`config.mk`:
```
export PLATFORM = sky130hd
export DESIGN_NAME = dmni_brlite_mon_writer_flat
export DESIGN_NICKNAME = d
export VERILOG_FILES = /design/src/rtl/dmni_brlite_mon_writer_if.sv /design/src/rtl/dmni_brlite_mon_writer.sv /design/src/flat_wrapper.sv
export SDC_FILE = /design/constraint.sdc
export NUM_CORES = 1
export LEC_CHECK = 0
export CORE_ASPECT_RATIO = 0.7
export CORE_MARGIN = 1
export CORE_UTILIZATION = 35
export CTS_CLUSTER_SIZE = 20
export DETAILED_ROUTE_END_ITERATION = 6
export PLACE_DENSITY = 0.55
export SETUP_SLACK_MARGIN = 0.2
export SYNTH_ARGS = -nofsm -noshare
export SYNTH_HDL_FRONTEND = slang
export SYNTH_SLANG_ARGS = --single-unit
```
`constraint.sdc`:
```
create_clock -name clk_i -period 9.8 [get_ports clk_i]
set_clock_uncertainty 0.05 [all_clocks]
set_input_delay 1.96 -clock clk_i [delete_from_list [all_inputs] [get_ports clk_i]]
set_output_delay 1.96 -clock clk_i [all_outputs]
set_load 0.005 [all_outputs]
```
`src/rtl/dmni_brlite_mon_writer_if.sv`:
```
// DMNI BrLite monitor writer memory port.
// Single-beat request/grant write channel.
interface dmni_brlite_mon_writer_if;
   logic        req;
   logic        gnt;
   logic [31:0] addr;
   logic [31:0] data;

   modport master (output req, output addr, output data, input gnt);
   modport slave  (input req, input addr, input data, output gnt);
endinterface

```
`src/rtl/dmni_brlite_mon_writer.sv`:
```
// DMNI BrLite monitor writer: per-service FIFOs feeding one
// round-robin memory write port into per-service PE tables.
module dmni_brlite_mon_writer #(
   parameter int  NSVC       = 2,
   parameter int  FIFO_DEPTH = 4,
   parameter int  N_PE_X     = 4,
   localparam int SW         = (NSVC > 1) ? $clog2(NSVC) : 1
) (
   input  logic                     clk_i,
   input  logic                     rst_ni,
   input  logic                     cfg_ptr_we_i,
   input  logic [SW-1:0]            cfg_svc_i,
   input  logic [31:0]              cfg_ptr_i,
   input  logic                     clear_i,
   input  logic [NSVC-1:0]          clear_mask_i,
   input  logic                     mon_req_i,
   input  logic [64+SW-1:0]         mon_i,
   output logic                     mon_ack_o,
   dmni_brlite_mon_writer_if.master mem,
   output logic                     busy_o,
   output logic [15:0]              drop_cnt_o
);

   localparam int AW = $clog2(FIFO_DEPTH);
   localparam logic [AW:0] DEPTH_C = (AW+1)'(FIFO_DEPTH);

   typedef struct packed {
      logic [31:0]   payload;
      logic [15:0]   seq_source;
      logic [15:0]   producer;
      logic [SW-1:0] msvc;
   } mon_t;

   typedef enum logic {IDLE, WRITE} state_t;

   mon_t            mon;
   logic [31:0]     ptr_q  [NSVC];
   logic [47:0]     fifo_q [NSVC][FIFO_DEPTH];
   logic [AW:0]     wptr_q [NSVC];
   logic [AW:0]     rptr_q [NSVC];
   logic [NSVC-1:0] empty;
   logic [NSVC-1:0] full;
   state_t          state_q;
   logic [SW-1:0]   rr_last_q;
   logic            mem_req_q;
   logic [31:0]     addr_q;
   logic [31:0]     data_q;
   logic [15:0]     drop_q;
   logic [15:0]     drop_d;

   assign mon = mon_t'(mon_i);

   always_comb begin
      for (int i = 0; i < NSVC; i++) begin
         empty[i] = (wptr_q[i] == rptr_q[i]);
         full[i]  = ((wptr_q[i] - rptr_q[i]) == DEPTH_C);
      end
   end

   logic svc_bad;
   logic clr_hit;
   logic push;
   logic ing_drop;

   assign svc_bad   = (32'(mon.msvc) >= 32'(NSVC));
   assign clr_hit   = clear_i & ~svc_bad & clear_mask_i[mon.msvc];
   assign mon_ack_o = mon_req_i & (svc_bad | ~full[mon.msvc] | clr_hit);
   assign push      = mon_ack_o & ~svc_bad & ~clr_hit;
   assign ing_drop  = mon_ack_o & (svc_bad | clr_hit);

   // First non-empty service after the last one served
   logic          pick_vld;
   logic [SW-1:0] pick_svc;
   int            j;

   always_comb begin
      pick_vld = 1'b0;
      pick_svc = '0;
      j        = 0;
      for (int i = 1; i <= NSVC; i++) begin
         j = (int'(rr_last_q) + i) % NSVC;
         if (!pick_vld && !empty[SW'(j)]) begin
            pick_vld = 1'b1;
            pick_svc = SW'(j);
         end
      end
   end

   logic        pop;
   logic        egr_drop;
   logic [47:0] pop_ent;
   logic [31:0] pop_ptr;
   logic [31:0] pop_idx;
   logic [16:0] drop_sum;

   assign pop      = (state_q == IDLE) & pick_vld;
   assign pop_ent  = fifo_q[pick_svc][rptr_q[pick_svc][AW-1:0]];
   assign pop_ptr  = ptr_q[pick_svc];
   assign egr_drop = pop & (pop_ptr == '0);
   // entry = {payload, producer}; producer = {x, y}
   assign pop_idx  = 32'(pop_ent[7:0]) * 32'(N_PE_X)
                   + 32'(pop_ent[15:8]);

   assign drop_sum = {1'b0, drop_q} + 17'(ing_drop) + 17'(egr_drop);
   assign drop_d   = drop_sum[16] ? 16'hFFFF : drop_sum[15:0];

   always_ff @(posedge clk_i) begin
      if (push)
         fifo_q[mon.msvc][wptr_q[mon.msvc][AW-1:0]] <=
            {mon.payload, mon.producer};
   end

   always_ff @(posedge clk_i or negedge rst_ni) begin
      if (!rst_ni) begin
         for (int i = 0; i < NSVC; i++) begin
            ptr_q[i]  <= '0;
            wptr_q[i] <= '0;
            rptr_q[i] <= '0;
         end
         state_q   <= IDLE;
         rr_last_q <= SW'(NSVC - 1);
         mem_req_q <= 1'b0;
         addr_q    <= '0;
         data_q    <= '0;
         drop_q    <= '0;
      end else begin
         drop_q <= drop_d;
         if (cfg_ptr_we_i && (32'(cfg_svc_i) < 32'(NSVC)))
            ptr_q[cfg_svc_i] <= cfg_ptr_i;
         for (int i = 0; i < NSVC; i++) begin
            if (push && (mon.msvc == SW'(i)))
               wptr_q[i] <= wptr_q[i] + 1'b1;
            if (clear_i && clear_mask_i[i])
               rptr_q[i] <= wptr_q[i];
            else if (pop && (pick_svc == SW'(i)))
               rptr_q[i] <= rptr_q[i] + 1'b1;
         end
         unique case (state_q)
            IDLE: begin
               if (pop) begin
                  rr_last_q <= pick_svc;
                  if (!egr_drop) begin
                     addr_q    <= pop_ptr + (pop_idx << 2);
                     data_q    <= pop_ent[47:16];
                     mem_req_q <= 1'b1;
                     state_q   <= WRITE;
                  end
               end
            end
            WRITE: begin
               if (mem.gnt) begin
                  mem_req_q <= 1'b0;
                  state_q   <= IDLE;
               end
            end
            default: state_q <= IDLE;
         endcase
      end
   end

   assign mem.req    = mem_req_q;
   assign mem.addr   = addr_q;
   assign mem.data   = data_q;
   assign busy_o     = ~(&empty) | (state_q != IDLE);
   assign drop_cnt_o = drop_q;

endmodule

```
`src/flat_wrapper.sv`:
```
// flat-port wrapper written by rule: the top's interface ports become plain ports
module dmni_brlite_mon_writer_flat 
#(
   parameter int  NSVC       = 2,
   parameter int  FIFO_DEPTH = 4,
   parameter int  N_PE_X     = 4,
   localparam int SW         = (NSVC > 1) ? $clog2(NSVC) : 1
)
  (clk_i, rst_ni, cfg_ptr_we_i, cfg_svc_i, cfg_ptr_i, clear_i, clear_mask_i, mon_req_i, mon_i, mon_ack_o, busy_o, drop_cnt_o, mem_req, mem_addr, mem_data, mem_gnt);
  dmni_brlite_mon_writer_if mem_i ();
  input  logic clk_i;
  input  logic rst_ni;
  input  logic cfg_ptr_we_i;
  input  logic [SW-1:0] cfg_svc_i;
  input  logic [31:0] cfg_ptr_i;
  input  logic clear_i;
  input  logic [NSVC-1:0] clear_mask_i;
  input  logic mon_req_i;
  input  logic [64+SW-1:0] mon_i;
  output logic mon_ack_o;
  output logic busy_o;
  output logic [15:0] drop_cnt_o;
  output wire logic [$bits(mem_i.req)-1:0] mem_req;
  output wire logic [$bits(mem_i.addr)-1:0] mem_addr;
  output wire logic [$bits(mem_i.data)-1:0] mem_data;
  input wire logic [$bits(mem_i.gnt)-1:0] mem_gnt;
  assign mem_req = mem_i.req;
  assign mem_addr = mem_i.addr;
  assign mem_data = mem_i.data;
  assign mem_i.gnt = mem_gnt;
  dmni_brlite_mon_writer #(.NSVC(NSVC), .FIFO_DEPTH(FIFO_DEPTH), .N_PE_X(N_PE_X)) u_core (.clk_i(clk_i), .rst_ni(rst_ni), .cfg_ptr_we_i(cfg_ptr_we_i), .cfg_svc_i(cfg_svc_i), .cfg_ptr_i(cfg_ptr_i), .clear_i(clear_i), .clear_mask_i(clear_mask_i), .mon_req_i(mon_req_i), .mon_i(mon_i), .mon_ack_o(mon_ack_o), .mem(mem_i), .busy_o(busy_o), .drop_cnt_o(drop_cnt_o));
endmodule
```
# ---- Yosys cells after proc, flatten, opt, wreduce, memory -nomap -nowiden
# Memory sizes are Yosys's and may differ from the RTL's.
# Cells that the tools add are included.
dict set report word_totals {
  ff_bits 159
  mem_bits_rw 384
  output_inout_bits 83
  elab_cells 123
  mem_count 1
}
# name words width rd rd_clocked_by_memory_dff write_ports line
set mem_list {}
lappend mem_list {u_core.fifo_q 2 192 1 0 1 dmni_brlite_mon_writer.sv:38} ;# logic [47:0] fifo_q [NSVC][FIFO_DEPTH];
dict set report op_classes {
  n_addsub 12
  n_lt_le_gt_ge 10
  n_eq_ne 7
  mux 44
  bitwise 20
  reduce_logical 17
}
# op n
set op_table {}
lappend op_table {{2-to-1 mux 192 bit} 1}
lappend op_table {{2-to-1 mux 48 bit} 3}
lappend op_table {{2-to-1 mux 32 bit} 4}
lappend op_table {{binary-select mux 48 bit (select 2 bit)} 1}
lappend op_table {{demux 48 bit (select 2 bit)} 1}
lappend op_table {{bitwise mux 64 bit} 1}
lappend op_table {{adder 32 bit} 1}
lappend op_table {{demux 32 bit (select 1 bit)} 1}
lappend op_table {{logical NOT 32 bit} 1}
lappend op_table {{2-to-1 mux 1 bit} 19}
lappend op_table {{adder 16 x 1 -> 17 bit} 1}
lappend op_table {{adder 17 x 1 -> 17 bit} 1}
lappend op_table {{2-to-1 mux 16 bit} 1}
lappend op_table {{adder 3 x 1 -> 3 bit (second input constant)} 4}
lappend op_table {{2-to-1 mux 2 bit} 6}
lappend op_table {{2-to-1 mux 3 bit} 4}
lappend op_table {{adder 10 x 8 -> 11 bit} 1}
lappend op_table {{logical AND 1 bit} 9}
lappend op_table {{NOT 1 bit} 7}
lappend op_table {{AND 1 bit} 6}
lappend op_table {{equality test 3 bit} 2}
lappend op_table {{equality test 3 bit (second input constant)} 2}
lappend op_table {{greater-or-equal comparator 2 bit (second input constant)} 3}
lappend op_table {{greater-or-equal comparator 3 bit (second input constant)} 2}
lappend op_table {{16 further kinds} 28}

# ---- Longest topological paths before layout
# Gate-level depths: netlist of run 1.
dict set report depth {
  depth_word 17
  depth_mapped 30
  mapped_depth_nobuf 24
}

# ---- Worst setup path before layout of run 1
# No wires, ideal clock.
dict set report synth_timing {
  path_kind {reg2reg}
  start {register u_core.rptr_q[4] (netlist bit)}
  end {register u_core.addr_q[19], in the netlist u_core.mem.addr[19]}
  t_arrival_ns 5.524
  required_time_ns 9.667
  setup_slack_ns 4.143
  stages_incl_launch_ff 27
  synth_period_minus_slack_ns 5.657
  cell_sequence {dfrtp_1 -> inv_1 -> ha_1 -> and2_1 -> a21o_1 -> buf_6 -> buf_6 -> mux2i_4 -> buf_2 -> clkbuf_1 -> nand3_1 -> o21ai_0 -> o21ai_0 -> ha_1 -> fa_1 -> a21o_1 -> a21oi_1 -> o21bai_1 -> a21oi_1 -> xor2_1 -> ha_1 -> a21oi_1 -> o21ai_0 -> o41ai_2 -> nor3b_1 -> xor2_1 -> o21ai_0}
}
dict set report synth_via {
  elab_chain_cells 16
}
# element line
set synth_rtl {}
lappend synth_rtl {{start: declaration} dmni_brlite_mon_writer.sv:40} ;# logic [AW:0] rptr_q [NSVC];
lappend synth_rtl {{start signal: indexed assignment} dmni_brlite_mon_writer.sv:134} ;# rptr_q[i] <= wptr_q[i];
lappend synth_rtl {{start signal: indexed assignment} dmni_brlite_mon_writer.sv:136} ;# rptr_q[i] <= rptr_q[i] + 1'b1;
lappend synth_rtl {{equality test 3 bit} dmni_brlite_mon_writer.sv:55} ;# empty[i] = (wptr_q[i] == rptr_q[i]);
lappend synth_rtl {{2-to-1 mux 1 bit (implied by the code) (2 in a row)} dmni_brlite_mon_writer.sv:82} ;# if (!pick_vld && !empty[SW'(j)]) begin
lappend synth_rtl {{logical NOT 1 bit} dmni_brlite_mon_writer.sv:82}
lappend synth_rtl {{logical AND 1 bit} dmni_brlite_mon_writer.sv:82}
lappend synth_rtl {{2-to-1 mux 1 bit} dmni_brlite_mon_writer.sv:82}
lappend synth_rtl {{NOT 1 -> 2 bit (implied by the code)} {dmni_brlite_mon_writer.sv:97, dmni_brlite_mon_writer.sv:98}}
lappend synth_rtl {{2-to-1 mux 2 bit (implied by the code) (3 in a row)} dmni_brlite_mon_writer.sv:97} ;# assign pop_ent = fifo_q[pick_svc][rptr_q[pick_svc][AW-1:0]];
lappend synth_rtl {{NOT 2 -> 3 bit (implied by the code)} dmni_brlite_mon_writer.sv:97}
lappend synth_rtl {{binary-select mux 48 bit (select 2 bit)} dmni_brlite_mon_writer.sv:97}
lappend synth_rtl {{2-to-1 mux 48 bit (implied by the code) (2 in a row)} dmni_brlite_mon_writer.sv:97}
lappend synth_rtl {{adder 10 x 8 -> 11 bit} dmni_brlite_mon_writer.sv:102} ;# + 32'(pop_ent[15:8]);
lappend synth_rtl {{adder 32 bit} dmni_brlite_mon_writer.sv:143} ;# addr_q <= pop_ptr + (pop_idx << 2);
lappend synth_rtl {{end signal: assignment} dmni_brlite_mon_writer.sv:143}
lappend synth_rtl {{end: declaration} dmni_brlite_mon_writer.sv:46} ;# logic [31:0] addr_q;
# Parallel ways exist; a longest one is shown, timed or not. The select of a mux whose other input is x is not followed.
# A chain may end at the register's enable or synchronous reset.

# ---- Final worst setup path of run 1
dict set report layout_timing {
  start {register u_core.rptr_q[3] (netlist bit)}
  end {register u_core.addr_q[21], in the netlist u_core.mem.addr[21]}
}
# The elaborated chain is that of the path after synthesis.

==> impl_results.md, run 1 <==
* Synth Flop Type: edfxtp_1
* Post-Route WL at 54300 um
* MaxCap Viol Count at 0
* Pin slew with the least headroom to its limit at between 1 and 1.5 ns
* # resized after CTS at 0
* R2r setup slk at 2.59 ns
* Ys Warns at 0
* TritonCTS clock tree: done
* Die H at around 220 um
* WHS Endpoint: u_core.mem.addr[14]$_DFFE_PN0P_
* Area Growth Syn to Fin at 19.9%
* Final setup violation count at 0
* Final hold violation count at 0
* Sw Share at 0.402
* Hpwl dp at 32600 um
* Largest family of logic cells by synthesized area: multiplexers
* Detail Route Antenna Nets at 0
* Grt ovf at 0
* Post-DP Area at 0.0257 mm^2
* Fin area at 0.0275 mm^2
* FFs w/ async S/R, synth at 0.293
* Reg-to-reg endpoint: u_core.mem.addr[21]$_DFFE_PN0P_
* Status: finished clean
* Wire per inst at 19.8 um
* Clk slew on worst S/H paths at 0.06 ns
* Simple-gate portion of the synthesized area at 0.0901
* Syn Std Cell Area at 0.0230 mm^2
* Sequential Power Share at 0.304
* Register area at 0.0155 mm^2
* Setup crit start kind: register
* Setup TNS at 0 ns
* Leakage at 9.84 nW
* Initial Utilization at 0.355
* Power Internal at 6.19 mW
* Core footprint at 0.0648 mm^2
* FP Rows at about 80
* Hold Path Depth at 2
* Register area share after synthesis at 0.675
* Chip width at 308 um
* Crit path time final at slightly above 7 ns
* DR vias/cell at 4.99
* Antenna violations before repair at 10
* Net total in the final layout at 1952
* Post-CTS setup buffer count at 0
* Multi-input logic area at roughly 0.007 mm^2
* Max Slew Vio Count at 0
* Most instantiated cells after synthesis: edfxtp_1 (384), nand2_1 (179), dfrtp_1 (158), a211oi_1 (98), mux2i_1 (91)
* Synth Area per Inst at 13.9 um^2
* Hold Crit Class: register to register
* Mux cell area share after synthesis at 0.0923
* Peak supply drop at 0.461 mV
* Root Driver: clkbuf_16
* Ordered list of cells on the worst path: ha_1 > and2_1 > a21o_4 > mux2i_4 > buf_12 > mux4_2 > nand2_1 > o21ai_0 > ha_1 > fa_1 > a21o_1 > a21oi_1 > o21bai_1 > a21oi_1 > xor2_1 > ha_1 > nand4_1 > a21oi_1 > o41ai_2 > buf_4 > nor4_1 > xor2_1 > o21ai_1
* GRT Total Usage at 0.164
* Global-route wire length before repair at 83200 um
* Clock sink count at between 500 and 600
* R2r startpoint: u_core.rptr_q[3]$_DFFE_PN0P_
* Max incr delay on CP at 0.98 ns
* Clock latency on the worst-skew pair at around 0.6 ns
* Fin crit share at 0.735
* Post-synth EDFFs at roughly 380
* Largest net degree at the start of global routing at 81
* Port bufs at 172
* Routability Congestion at 0.797
* Hold_buf cts at 0
* RSZ-0062 raised after global routing: no
* Drt initial violations at 813
* Unique masters post-synth at slightly above 60
* Io pins at 189
* Clock power share at 0.208
* CP Capture Type: register
* Via Count at ~14000
* Worst reg2reg path depth at 23
* Top cell type's share of synthesized area at 0.502
* Top-count cell post-synth: edfxtp_1
* XOR/XNOR Fraction of Synth Area at 0.0209
* Syn_nets at 1789
* Share of cells above drive strength 1 at 0.120
* Synth Area in Compound Gates at 0.0834
* Slowest-stage cell, CP: mux2i_4
* Synth area leaders: edfxtp_1 (50%), dfrtp_1 (17%), mux2i_1 (4.0%)
* Critical setup path kind: register to register
* Worst-path maximum fanout at 45
* Fmax at 139 MHz
* #FFs+latches synth at approximately 540
* H-tree levels at 2
* WP data required at approximately 10 ns
* Max transition margin at 0.264
* PD cells at 376 mW/mm^2
* Worst EP arrival at roughly 7.6 ns
* DRC at 0
* Vias in the first global route at 13600
* DR pass1 iterations at 7
* Sw power at 4.15 mW
* Synth area leader: edfxtp_1
* Die area at 0.0667 mm^2
* Adder-cell share of the synthesized area at 0.0185
* Part of the power in combinational logic at 0.489
* Hold Startpoint: u_core.mem.addr[14]$_DFFE_PN0P_
* Tot Pwr at 10.3 mW
* Fillers at roughly 5900
* Cts bufs inserted at 56
* Mapped Cells at between 1500 and 2000
* Clock Path Buffers at 3
-- worst max path at each step --
stage	start	to	slack [ns]
2_1_floorplan	u_core.rptr_q[4]$_DFFE_PN0P_	u_core.mem.addr[19]$_DFFE_PN0P_	4.14
3_3_place_gp	u_core.rptr_q[3]$_DFFE_PN0P_	u_core.mem.addr[21]$_DFFE_PN0P_	2.61
3_5_place_dp	u_core.rptr_q[3]$_DFFE_PN0P_	u_core.mem.addr[31]$_DFFE_PN0P_	2.50
4_1_cts	u_core.rptr_q[3]$_DFFE_PN0P_	u_core.mem.addr[21]$_DFFE_PN0P_	2.47
5_1_grt	u_core.rptr_q[3]$_DFFE_PN0P_	u_core.mem.addr[31]$_DFFE_PN0P_	2.03
6_report	u_core.rptr_q[3]$_DFFE_PN0P_	u_core.mem.addr[21]$_DFFE_PN0P_	2.59
-- logic make-up (layout without fill, tap and decap cells) --
logic type,after synthesis,after routing
flops,543,543
simple gates,426,426
compound gates,315,315
mux,180,180
buf+inv,103,314
xor+xnor,54,54
fa+ha+maj,31,31
other cells,0,5
-- metal layers --
layer | share of wire | wire length, um | track usage | vias to the layer above
li1 | - | - | - | 6520
met2 | 0.47 | 25300 | 0.261 | 227
met4 | 0.014 | 751 | 0.0353 | 12
met5 | 0.0014 | 77 | 0 | -
met1 | 0.47 | 25500 | 0.229 | 6892
met3 | 0.048 | 2600 | 0.0358 | 68
-- placed cells by master (no fill, tap or decap), drive strengths merged, types with 6 or more instances in the layout --
cell	instances
edfxtp	384
nand2	179
clkdlybuf4s50	171
dfrtp	158
o21ai	106
a211oi	98
mux2i	93
clkbuf	91
a21oi	83
nor2b	70
mux2	70
nor2	65
xor2	31
nand3	29
ha	26
buf	26
xnor2	23
nor4	18
mux4	17
nand4	14
nor3	12
inv	12
and3	10
clkinv	10
and2	7
a21o	6
-- critical path, delay by kind of cell (launching register included) --
kind,cells,cell delay [ns]
AOI/OAI and AO/OA,9,1.75
adders and majority gates,4,1.50
muxes,2,1.33
buffers and inverters,2,0.53
and+or+nand+nor,4,0.78
xor gates and xnor gates,2,0.31
DFF,1,0.73
-- metrics by stage --
stage,utilization,cells,worst slack [ns],hold slack [ns]
after floorplan,-,1652,4.14,0.416
after global placement,0.396,2637,2.61,0.411
after detailed placement,0.396,2637,2.50,0.421
after CTS,0.425,2743,2.47,0.434
after global routing,0.425,2743,2.03,0.462
final,0.425,2748,2.59,0.430
-- final cells by class --
class | count | area share
sequential | 543 | 0.563
multi-input combinational | 1006 | 0.257
timing repair buffer | 197 | 0.0698
clock buffer | 91 | 0.0612
tap | 880 | 0.0400
clock inverter | 15 | 0.00686
inverter | 11 | 0.00150
antenna | 5 | 0.000454
-- power groups by stage --
stage	Combinational [mW]	Clock [mW]	Sequential, mW
global placement	5.01	0	3.18
CTS	5.09	2.21	3.15
finish	5.05	2.15	3.14
floorplan	3.56	0	3.09
detailed placement	5.07	0	3.19
global route	5.60	2.31	3.19
-- flip-flops by register name, indices dropped and copies added (netlist names) --
register / count
u_core.drop_cnt_o: 16
u_core.fifo_q: 384
u_core.mem.addr: 32
u_core.mem.data: 32
u_core.mem.req: 1
u_core.ptr_q: 64
u_core.rptr_q: 6
u_core.rr_last_q: 1
u_core.state_q: 1
u_core.wptr_q: 6
Note: power is estimated with default switching activity, not from simulation.
==> inputs of run 2 (changes only) <==
==> constraint.sdc (replaced) <==
create_clock -name clk_i -period 7.3 [get_ports clk_i]
set_clock_uncertainty 0.05 [all_clocks]
set_input_delay 1.46 -clock clk_i [delete_from_list [all_inputs] [get_ports clk_i]]
set_output_delay 1.46 -clock clk_i [all_outputs]
set_load 0.005 [all_outputs]
==> run 2 against run 1 <==
  * Die area stayed put
  * Clock power increased by 25%
  * Utilization decreased by 0.15 points
  * Global-route usage rose by 0.21 points
  * Critical path depth unchanged
  * Non-clock buffer count grew 10
  * Setup slack got worse by 1.8 ns
  * Design area down 0.35%
  * Clock-buffer cell count shrank 13
  * Register-to-register slack lost 1.8 ns
  * Critical endpoint unchanged
  * Highest routed layer unchanged
==> impl_results.md, run 2 (synthesized netlist as in run 1, its figures left out) <==
* Share of cells above drive strength 1 at 0.121
* Max reg flops at 384
* Post-Route WL at ~54000 um
* Grt ovf at 0
* FP Rows at 78
* TritonCTS clock tree: done
* Fillers at ~6000
* # resized after CTS at 0
* WP data required at 7.71 ns
* Fmax at 154 MHz
* DRC at 0
* Status: finished clean
* Global-route wire length before repair at 84100 um
* Final setup violation count at 0
* Register area at approximately 0.016 mm^2
* Net total in the final layout at 1959
* Setup crit start kind: register
* Hold_ws at 0.432 ns
* MaxCap Viol Count at 0
* Critical setup path kind: register to register
* Initial Utilization at 0.355
* Max incr delay on CP at slightly above 0.7 ns
* Io pins at 189
* Core footprint at 0.0648 mm^2
* Met3 Resource Use GR at 0.0377
* Peak supply drop at 0.679 mV
* Max transition margin at 0.333
* Post-CTS setup buffer count at 0
* Hold Crit Class: register to register
* Drt initial violations at between 800 and 900
* Detail Route Antenna Nets at 0
* DR vias/cell at 4.97
* Leakage at 9.80 nW
* Die area at 0.0667 mm^2
* Grt met2 use at 0.263
* Grt met1 use at 0.229
* Routability Congestion at 0.795
* CP Capture Type: register
* Commonest non-fill, non-tap cell in the layout: edfxtp_1
* Worst reg2reg path depth at 23
* Hold Path Depth at 2
* Hpwl dp at 33500 um
* DR pass1 iterations at 7
* Max Slew Vio Count at 0
* Pre-CTS setup slack at 0.785 ns
* Pin slew with the least headroom to its limit at 1.00 ns
* Clock Path Buffers at 3
* Hold_buf cts at 0
* Clock sink count at 543
* Area Growth Syn to Fin at 19.4%
* Clock latency on the worst-skew pair at 0.61 ns
* Most crowded layer after global routing: met2
* Worst EP arrival at 6.91 ns
* Cts bufs inserted at 53
* PnR worst setup slack at roughly 0.8 ns
* Via Count at 13700
* Antenna violations before repair at 9
* Port bufs at 172
* Setup TNS at 0 ns
* Commonest non-fill, non-tap cells in the layout: edfxtp_1 (384), nand2_1 (178), clkdlybuf4s50_1 (171), dfrtp_1 (156), a211oi_1 (98)
* Wire per inst at about 20 um
* Root Driver: clkbuf_16
* Ordered list of cells on the worst path: inv_1 > ha_1 > and2_1 > a21o_4 > mux2i_4 > buf_4 > mux4_2 > nand2_1 > o21ai_1 > fa_1 > a21o_1 > a21oi_1 > o21bai_1 > a21oi_1 > xor2_1 > ha_1 > nand2_1 > o21ai_0 > o41ai_2 > buf_4 > nor4_1 > xor2_1 > o21ai_1
* Crit path time final at approximately 6.5 ns
* Vias in the first global route at 14100
* Chip width at 308 um
* Worst-path maximum fanout at 45
* Largest net degree at the start of global routing at 91
* Fin crit share at 0.890
* GRT Total Usage at 0.166
* Die H at between 200 and 250 um
* Final hold violation count at 0
* PD cells at around 500 mW/mm^2
* H-tree levels at 2
* Slowest-stage cell, CP: mux2i_4
* RSZ-0062 raised after global routing: no
* Multi-input logic area at 0.00707 mm^2
* Clk slew on worst S/H paths at roughly 0.060 ns
run 2: cell count changes in the layout (fill, tap and decap cells not counted), sizes merged:
cell,previous run,this run
clkbuf,91,78
buf,26,36
bufinv,4,3
clkinv,10,17
clkinvlp,0,1
diode,5,6
run 2: final timing paths:
| check | startpoint | endpoint | slack, ns |
|---|---|---|---|
| worst max-delay path | u_core.rptr_q[4]$_DFFE_PN0P_ | u_core.mem.addr[21]$_DFFE_PN0P_ | 0.80 |
| worst min-delay path | u_core.mem.data[27]$_DFFE_PN0P_ | u_core.mem.data[27]$_DFFE_PN0P_ | 0.43 |
| worst max register to register | u_core.rptr_q[4]$_DFFE_PN0P_ | u_core.mem.addr[21]$_DFFE_PN0P_ | 0.80 |
| worst min register to register | u_core.mem.data[27]$_DFFE_PN0P_ | u_core.mem.data[27]$_DFFE_PN0P_ | 0.43 |
| max in group asynchronous | rst_ni | u_core.rptr_q[0]$_DFFE_PN0P_ | 5.16 |
| min in group asynchronous | rst_ni | u_core.mem.addr[3]$_DFFE_PN0P_ | 0.75 |
run 2: per-stage QoR:
stage,std cells,instance area [um^2],power (mW),utilization
finish,2753,27500,13.7,0.424
global route,2748,27400,14.8,0.423
CTS,2747,27400,13.9,0.423
detailed placement,2647,25700,11.1,0.397
global placement,2647,25700,11.1,0.397
floorplan,1652,23000,8.92,-
run 2: per-layer routing:
layer / up-vias / wire length [um]
li1: 6522 / -
met1: 6870 / 25600
met2: 217 / 24900
met3: 78 / 2820
met4: 6 / 1060
met5: - / 34
run 2: critical path: cells and delay by family (launching register included):
family                   cells  cell delay (ns)
multiplexers                 2             1.05
XOR/XNOR                     2             0.29
AO/OA/AOI/OAI                9             1.91
flip-flops                   1             0.47
buffers and inverters        3             0.66
AND/OR/NAND/NOR              4             0.72
adder cells (fa/ha/maj)      3             1.14
run 2: report_power, final:
part | switching (mW) | internal, mW
combinational | 4.04 | 2.76
clock | 1.17 | 1.52
sequential | 0.321 | 3.86
total | 5.53 | 8.13
run 2: final cells by class:
class,count,area share
antenna,6,0.000547
inverter,11,0.00150
sequential,543,0.565
clock inverter,22,0.00757
clock buffer,78,0.0540
multi-input combinational,1006,0.258
tap,880,0.0401
timing repair buffer,207,0.0732
==> inputs of run 3 (changes only) <==
--- a/config.mk
+++ b/config.mk
@@ -6,7 +6,6 @@
 export NUM_CORES = 1
 export LEC_CHECK = 0
 export CORE_ASPECT_RATIO = 0.7
-export CORE_MARGIN = 1
 export CORE_UTILIZATION = 35
 export CTS_CLUSTER_SIZE = 20
 export DETAILED_ROUTE_END_ITERATION = 6
==> constraint.sdc (replaced) <==
create_clock -name clk_i -period 7.1 [get_ports clk_i]
set_clock_uncertainty 0.05 [all_clocks]
set_input_delay 1.42 -clock clk_i [delete_from_list [all_inputs] [get_ports clk_i]]
set_output_delay 1.42 -clock clk_i [all_outputs]
set_load 0.02 [all_outputs]
==> run 3 against run 2 <==
  * Critical path depth unchanged
  * Utilization up 0.20 points
  * First-iteration DRC count down 7.9%
  * Hold slack worse by 0.0040 ns
==> impl_results.md, run 3 (synthesized netlist as in run 1, its figures left out) <==
* Status: finished clean
* Sw Share at 0.414
* Worst EP arrival at approximately 6.6 ns
* Ordered list of cells on the worst path: inv_1 > ha_1 > and2_1 > a21o_4 > mux2i_4 > mux4_2 > nand2_1 > o21ai_0 > ha_1 > fa_1 > a21o_1 > a21oi_1 > o21bai_1 > a21oi_1 > xor2_1 > ha_1 > nand4_1 > a21oi_1 > o41ai_2 > buf_4 > nor4_1 > xor2_1 > o21ai_1
* Root Driver: clkbuf_16
* Post-DP Area at 0.0258 mm^2
* MaxCap Viol Count at 0
* Drt initial violations at 826
* GRT Total Usage at 0.164
* PD cells at 525 mW/mm^2
* Commonest non-fill, non-tap cells in the layout: edfxtp_1 (384), nand2_1 (178), clkdlybuf4s50_1 (171), dfrtp_1 (156), a211oi_1 (98)
* FP Rows at 78
* H-tree levels at 2
* Routability Congestion at ~0.80
* Grt met2 use at 0.260
* Leakage at approximately 9.9 nW
* Max reg flops at 384
* Die area at 0.0667 mm^2
* Detail Route Antenna Nets at 0
* Pre-CTS setup slack at 0.935 ns
* Max incr delay on CP at ~0.60 ns
* PnR worst setup slack at roughly 0.9 ns
* Critical setup path kind: register to register
* Clock power share at 0.199
* Final hold violation count at 0
* Die H at 216 um
* Core footprint at 0.0648 mm^2
* DRC at 0
* Port bufs at 172
* WP data required at around 7.5 ns
* Hold_buf cts at 0
* Slowest-stage cell, CP: mux2i_4
* Power Internal at 8.48 mW
* Register area at around 0.016 mm^2
* Commonest non-fill, non-tap cell in the layout: edfxtp_1
* Setup TNS at 0 ns
* Multi-input logic area at 0.00707 mm^2
* Clock Path Buffers at 3
* DR vias/cell at 4.95
* Post-layout instance count excluding filler cells at 2750
* Hold_ws at 0.428 ns
* Worst-path maximum fanout at 15
* Post-CTS setup buffer count at 0
* Hold Crit Class: register to register
* Global-route wire length before repair at 83700 um
* DR pass1 iterations at 7
* Antenna violations before repair at 7
* TritonCTS clock tree: done
* Wire per inst at 19.8 um
* Initial Utilization at 0.355
* Net total in the final layout at between 1500 and 2000
* Part of the power in combinational logic at 0.503
* Clock latency on the worst-skew pair at 0.61 ns
* Fin crit share at 0.870
* # resized after CTS at 0
* Cts bufs inserted at 55
* Tot Pwr at 14.5 mW
* Setup crit start kind: register
* Post-Route WL at 54500 um
* Share of cells above drive strength 1 at 0.126
* Sw power at 5.99 mW
* Met3 Resource Use GR at 0.0352
* Pin slew with the least headroom to its limit at roughly 1.1 ns
* Area Growth Syn to Fin at 20.0%
* RSZ-0062 raised after global routing: no
* Fmax at between 150 and 200 MHz
* Via Count at 13600
* Finished Core Util at 0.426
* Hpwl dp at 33200 um
* R2r setup slk at about 0.93 ns
* Final setup violation count at 0
* Clock sink count at 543
* Sequential Power Share at 0.298
* Fin area at between 0.02 and 0.03 mm^2
* Max transition margin at 0.272
* Grt ovf at 0
* Chip width at 308 um
* Clk slew on worst S/H paths at ~0.06 ns
* CP Capture Type: register
* Largest net degree at the start of global routing at roughly 170
* Fillers at 6020
* Most crowded layer after global routing: met2
* Vias in the first global route at 13900
* Io pins at approximately 190
* Crit path time final at 6.17 ns
* DP Cell Count at 2645
* Max Slew Vio Count at 0
* Grt met1 use at 0.232
* Peak supply drop at about 0.57 mV
==> run 3: metal layers <==
| layer | vias up | share of wire | wire, um |
|---|---|---|---|
| met1 | 6840 | 0.48 | 25900 |
| met2 | 201 | 0.46 | 25200 |
| met5 | - | 0.00042 | 23 |
| met3 | 69 | 0.046 | 2500 |
| li1 | 6499 | - | - |
| met4 | 4 | 0.015 | 841 |
==> run 3: worst paths after layout <==
path	startpoint	end	depth (start not counted)
min	u_core.mem.req$_DFFE_PN0P_	u_core.mem.req$_DFFE_PN0P_	2
max	u_core.rptr_q[4]$_DFFE_PN0P_	u_core.mem.addr[21]$_DFFE_PN0P_	23
min reg2reg	u_core.mem.req$_DFFE_PN0P_	u_core.mem.req$_DFFE_PN0P_	2
max reg2reg	u_core.rptr_q[4]$_DFFE_PN0P_	u_core.mem.addr[21]$_DFFE_PN0P_	23
min in group asynchronous	rst_ni	u_core.mem.addr[7]$_DFFE_PN0P_	1
max in group asynchronous	rst_ni	u_core.drop_cnt_o[10]$_DFF_PN0_	2
==> run 3: cell type report <==
cell class	count	area share
flip-flops and latches	543	0.563
multi-input cells	1006	0.257
repair buffers	205	0.0742
clock buffers	72	0.0543
well taps	880	0.0399
clock inverters	31	0.0107
inverters	11	0.00150
diodes	2	0.000181
==> run 3: power groups by stage <==
stage               logic [mW]  registers, mW  clock network, mW
floorplan                 4.91           4.48                  0
global route              8.08           4.38               3.08
detailed placement        7.35           4.38                  0
finish                    7.28           4.31               2.88
CTS                       7.38           4.32               2.95
global placement          7.27           4.36                  0
==> run 3: critical path, delay by kind of cell, from the launching register on <==
kind | cells | cell delay, ns
AO/OA/AOI/OAI | 9 | 1.69
XOR/XNOR | 2 | 0.30
adder cells (fa/ha/maj) | 4 | 1.39
buffers and inverters | 2 | 0.33
flip-flops | 1 | 0.46
multiplexers | 2 | 1.00
AND/OR/NAND/NOR | 4 | 0.76
